--- src/rtl/lfsr_gen.sv ---
// Loadable, parametrised LFSR with wrap detection, step counter and zero-seed lockup guard.
// Define LFSR_GALOIS_EN to build the Galois (shift-right) form instead of Fibonacci.
module lfsr_gen #(
  parameter int                 WIDTH = 8,
  parameter logic [WIDTH-1:0]   TAPS  = 8'hB8,
  parameter logic [WIDTH-1:0]   SEED  = 8'h01,
  parameter int                 STEPS = 1
) (
  input  logic             clk,
  input  logic             reset,
  input  logic             enable,
  input  logic             load,
  input  logic [WIDTH-1:0] seed_in,
  output logic [WIDTH-1:0] lfsr,
  output logic             wrap,
  output logic [WIDTH-1:0] period_cnt,
  output logic             lockup
);

  if (WIDTH < 3 || WIDTH > 32) begin : g_bad_width
    $error("lfsr_gen: WIDTH must be in 3..32");
  end
  if (STEPS < 1 || STEPS > WIDTH) begin : g_bad_steps
    $error("lfsr_gen: STEPS must be in 1..WIDTH");
  end
  if (SEED == '0) begin : g_bad_seed
    $error("lfsr_gen: SEED must be nonzero");
  end

  logic [WIDTH-1:0] ref_seed;
  logic [WIDTH-1:0] adv;
  logic [WIDTH-1:0] lfsr_nxt;
  logic [WIDTH-1:0] ref_nxt;
  logic [WIDTH-1:0] cnt_nxt;
  logic             wrap_nxt;
  logic             lock_nxt;

  function automatic logic [WIDTH-1:0] step1(input logic [WIDTH-1:0] s);
`ifdef LFSR_GALOIS_EN
    step1 = (s >> 1) ^ (s[0] ? TAPS : '0);
`else
    step1 = {s[WIDTH-2:0], ^(s & TAPS)};
`endif
  endfunction

  // STEPS single steps chained combinationally
  always_comb begin
    adv = lfsr;
    for (int i = 0; i < STEPS; i++) begin
      adv = step1(adv);
    end
  end

  always_comb begin
    lfsr_nxt = lfsr;
    ref_nxt  = ref_seed;
    cnt_nxt  = period_cnt;
    wrap_nxt = 1'b0;
    lock_nxt = lockup;
    if (load) begin
      lfsr_nxt = (seed_in != '0) ? seed_in : SEED;
      ref_nxt  = (seed_in != '0) ? seed_in : SEED;
      cnt_nxt  = '0;
      lock_nxt = (seed_in == '0);
    end else if (enable) begin
      if (lfsr == '0) begin
        // stuck state can only come from a fault; recover to the seed
        lfsr_nxt = SEED;
        ref_nxt  = SEED;
        cnt_nxt  = '0;
        lock_nxt = 1'b1;
      end else if (adv == ref_seed) begin
        lfsr_nxt = adv;
        cnt_nxt  = '0;
        wrap_nxt = 1'b1;
      end else begin
        lfsr_nxt = adv;
        cnt_nxt  = period_cnt + WIDTH'(1);
      end
    end
  end

  always_ff @(posedge clk) begin
    if (reset) begin
      lfsr       <= SEED;
      ref_seed   <= SEED;
      period_cnt <= '0;
      wrap       <= 1'b0;
      lockup     <= 1'b0;
    end else begin
      lfsr       <= lfsr_nxt;
      ref_seed   <= ref_nxt;
      period_cnt <= cnt_nxt;
      wrap       <= wrap_nxt;
      lockup     <= lock_nxt;
    end
  end

endmodule

--- config.mk ---
export PLATFORM = sky130hd
export DESIGN_NAME = lfsr_gen
export DESIGN_NICKNAME = d
export VERILOG_FILES = /design/src/rtl/lfsr_gen.sv
export SDC_FILE = /design/constraint.sdc
export NUM_CORES = 1
export LEC_CHECK = 0
export CORE_AREA = 5 5 58 60
export CTS_BUF_LIST = sky130_fd_sc_hd__clkbuf_4
export DETAILED_ROUTE_END_ITERATION = 7
export DIE_AREA = 0 0 63 65
export MAX_ROUTING_LAYER = met4
export PLACE_DENSITY = 0.77
export SLEW_MARGIN = 10
export SYNTH_ARGS = -nofsm -noshare
export SYNTH_HDL_FRONTEND = slang
export SYNTH_SLANG_ARGS = --single-unit
--- constraint.sdc ---
create_clock -name clk -period 2.5 [get_ports clk]
set_clock_uncertainty 0.1 [all_clocks]
set_input_delay 0.375 -clock clk [delete_from_list [all_inputs] [get_ports clk]]
set_output_delay 0.375 -clock clk [all_outputs]
set_load 0.05 [all_outputs]
* Word level (Yosys, flattened, before mapping)
Cells that the tools add are included.
** Cells by class
- Add/subtract/negate cells :: 1
- Equal/unequal tests :: 1
- Mux-type cells :: 13
- Bitwise logic cells :: 1
- Reduce and logical (&&, ||, !) cells :: 9
** Operators by type and width (count)
- $mux W8 :: 9
- $logic_not A8 Y1 :: 2
- $add A8 B1 Y8 const B :: 1
- $eq A8 B8 Y1 :: 1
- $reduce_bool A8 Y1 :: 1
- $reduce_xor A8 Y1 :: 1
- $mux W1 :: 4
- $reduce_bool A2 Y1 :: 2
- $reduce_or A4 Y1 :: 1
- $reduce_and A2 Y1 :: 1
- $reduce_or A2 Y1 :: 1
- $not A1 Y1 :: 1
** Word-level totals
- Flip-flop bits (word level) :: 26
- Bits of input ports :: 12
- Output and inout port bits :: 18
- Logic and storage cells :: 30

* Longest topological paths before layout
- Depth after elaboration :: 4
- Gate-level depth with buffers :: 8
- Mapped depth without buffers :: 7

* Worst setup path before layout
OpenSTA, ideal clock, no wires.
- Kind :: register -> register
- Start point :: register lfsr[4]
- End point :: register period_cnt[4]
- Arrival :: 2.113 ns
- Setup slack :: 0.163 ns
- Stages on the path, launching flop included :: 9
- Clock period less this slack :: 2.337 ns
- Cell sequence :: dfxtp_1 -> inv_1 -> ha_1 -> xnor3_2 -> xnor2_2 -> o31a_2 -> buf_6 -> nand3_1 -> a31oi_1
** On the way
- Cells in the longest elaborated chain, start to end :: 4
- Elaborated cells on any way between the ends :: 5
** RTL lines
- from (decl) :: RTL line 14 : output logic [WIDTH-1:0] lfsr,
- from (signal assigned) :: RTL line 91 : lfsr <= lfsr_nxt;
- $reduce_xor A8 Y1 :: RTL line 42 : step1 = {s[WIDTH-2:0], ^(s & TAPS)};
- $eq A8 B8 Y1 :: RTL line 72 : end else if (adv == ref_seed) begin
- $mux W8 :: RTL line 72
- $mux W8 * :: RTL line 66 : if (lfsr == '0) begin
- to (signal assigned) :: RTL line 93 : period_cnt <= cnt_nxt;
- to (decl) :: RTL line 16 : output logic [WIDTH-1:0] period_cnt,
Every way passes the cells marked *; elsewhere a longest branch is shown, timed or not.
A chain may end at the register's enable or synchronous reset.

* Final worst setup path
- Start point :: register lfsr[4]
- End point :: register period_cnt[6]
The elaborated chain is that of the path after synthesis.

==> run summary <==
Cell Area, Synth - 1330 um^2
Pwr Total - 833 uW
Worst Setup Start Kind - flop
Ranking of synthesized cells by area - dfxtp_1 (39%), nor2_1 (7.1%), nand3_1 (5.7%)
Seq/Total Area, Yosys - 39.2%
CORE AREA - 2880 um^2
Clk buf depth - 2
Synth cell count leaders - dfxtp_1 (26), nor2_1 (25), nand3_1 (15), a21oi_1 (13), a22oi_1 (9)
WP depth - 7
Reg-to-Reg Start - lfsr[4]
Hold-fix buffers, CTS - 0
Worst Reg-to-Reg Cells - 7
Number of max-slew violations in the final report - 0
Ratio of cells with drive above 1 in the final layout - 6.99%
Setup TNS - 0 ns
Worst-path maximum fanout - 12
Crit end category - flop
Net count after synthesis - 173
Leakage - 0.000589 uW
Detail Placement HPWL - 2420 um
Pin count of the biggest net entering global routing - 17
I/O pin count - 30
Area fraction of the dominant cell type after synthesis - 39.2%
Num rows - 20
Cells along the critical path - inv_1, ha_1, xnor3_2, xnor2_2, o31a_2, a31oi_1, a21oi_1
CP required - 2.63 ns
Power Density - 503 nW/um^2
Routed WL - 3210 um
GRT Residual Overflow - 0
RSZ-0062 raised after global routing - no
Hold_ws - 0.367 ns
Status - finished, final reports clean
Post-route ant nets - 0
#FFs+latches synth - 26
FMAX - 463 MHz
Final #Nets - 201
Setup slack after layout - 0.341 ns
CTS HTree Levels - 1
Dominant synthesized flop cell - dfxtp_1
Utilization after layout - 57.6%
Placer Congestion - 0.900
Synth unique cells - 34
Syn Area/Cell - 8.35 um^2
Vias in the first global route - 1285
Vias/cell - 5.66
Critical path's slowest cell - o31a_2
Slew @ Worst Pin - 0.553 ns
Port Buffers - 29
CP Data Arrival Time - 2.29 ns
Sink Count - 26
Via count - 1240
End of the critical path - period_cnt[6]
Yosys top cell by area - dfxtp_1
Tcrit/Tclk final - 86.4%
Place WS - 0.382 ns
Buf/Inv on CP - 1
Tmin final - 2.16 ns
Worst-skew pair later-pin latency - 0.32 ns
Max_slew headroom - 63.0%
Crit Path Category - flop to flop
WL/cell - 14.6 um
CTS resizes - 0
Setup bufs post-CTS - 0
Num CTS Buffers - 3
VDD IR max - 0.305 mV
DR iter-0 viols - 84
Ant. Diodes - 0
Worst setup path startpoint - lfsr[4]
Synthesis-to-layout area growth - 24.8%
Max_cap viols - 0
CTS Root Cell - clkbuf_4
CTS tree - yes
CP delay by family, top - compound AO/OA/AOI/OAI gates
First-pass iteration count of the detailed router - 4
Worst R2R End - period_cnt[6]
Post-Synthesis Cells - 159
Synth async-reset ratio - 0%
Slowest stage delay, CP - 0.45 ns
Reg2Reg Setup Slack - 0.34 ns
Post-synth EDFFs - 0
Die Ht - 65 um
Global Route Usage Sum - 17.5%
Most common cell in the netlist - dfxtp_1
Final hold viol count - 0
DRC violations left - 0
Initial Utilization - 46.1%
DIE AREA - 4100 um^2
Clock edge transition at the registers on the reported setup and hold paths - 0.14 ns
# fillers - 275
Final setup viols - 0
First-pass GRT wire length - 5650 um
Die W - 63 um
YS warnings - 0
Worst hold-check path type - flop to flop
Antenna violations before repair - 0
## cell usage in the layout, fill, tap and decap left out, types with 2 or more instances in the layout
cell / synthesis / layout
or2_2: 3 / 3
nand3_1: 15 / 15
a211oi_1: 2 / 2
a21oi_1: 13 / 13
o21ai_0: 2 / 2
inv_1: 4 / 4
buf_4: 2 / 4
dfxtp_1: 26 / 26
a31oi_1: 4 / 4
clkbuf_4: 0 / 3
nand2_1: 6 / 6
nor2b_1: 3 / 3
xnor2_1: 7 / 7
mux2i_1: 5 / 5
ha_1: 2 / 2
nor2_1: 25 / 25
nor3_1: 4 / 4
nand2b_1: 6 / 6
a22oi_1: 9 / 9
clkdlybuf4s50_1: 0 / 29
## state kept, by name, indices dropped and copies added, names as in the netlist
register	count
ref_seed	8
period_cnt	8
lockup	1
lfsr	8
wrap	1
## worst min path at each step
stage	from	end	cells past startpoint	slack (ns)
finish	lockup	lockup	2	0.37
global route	lockup	lockup	2	0.42
CTS	lockup	lockup	2	0.37
detailed placement	lockup	lockup	2	0.35
global placement	lockup	lockup	2	0.34
floorplan	ref_seed[2]	ref_seed[2]	2	0.39
## per-layer routing
metal,GRT usage (%),part of all wire (%),vias up
met2,29.5,50,39
met5,-,0,-
met3,5.03,5.7,8
li1,-,-,611
met1,19.5,43,582
met4,7.16,2.0,0
## area by class of cell
class | instances | area (um^2) | share of cell area [%]
clock inverters | 1 | 3.75 | 0.227
inverters | 4 | 15.0 | 0.906
repair buffers | 33 | 320 | 19.3
multi-input cells | 119 | 733 | 44.3
clock buffers | 3 | 22.5 | 1.36
flip-flops and latches | 26 | 520 | 31.4
well taps | 33 | 41.3 | 2.49
## kinds of logic (layout without fill, tap and decap cells)
logic type	count (synthesis)	after routing	synth area share (%)
AND/OR/NAND/NOR	68	68	24.9
multiplexers	5	5	3.77
adder cells (fa/ha/maj)	2	2	1.88
XOR/XNOR	9	9	7.63
flip-flops	26	26	39.2
AO/OA/AOI/OAI	35	35	17.1
buffers and inverters	14	41	5.56
## per-stage QoR
stage | area, um^2 | std cells
floorplan | 1330 | 159
global placement | 1630 | 215
detailed placement | 1630 | 215
CTS | 1660 | 219
global route | 1660 | 219
finish | 1660 | 219
## report_power, final
part | internal, uW | switching, uW | total (uW)
Combinational | 87.1 | 111 | 198
Clock | 58.5 | 122 | 181
Sequential | 432 | 21.6 | 454
## worst register-to-register path, delay by kind of cell, from the launching register on
kind	cells	cell delay (ns)
DFF	1	0.44
adders and majority gates	1	0.29
buffers and inverters	1	0.07
xor gates and xnor gates	2	0.45
AOI/OAI and AO/OA	3	0.73
Power figures use the tool's default switching activity.
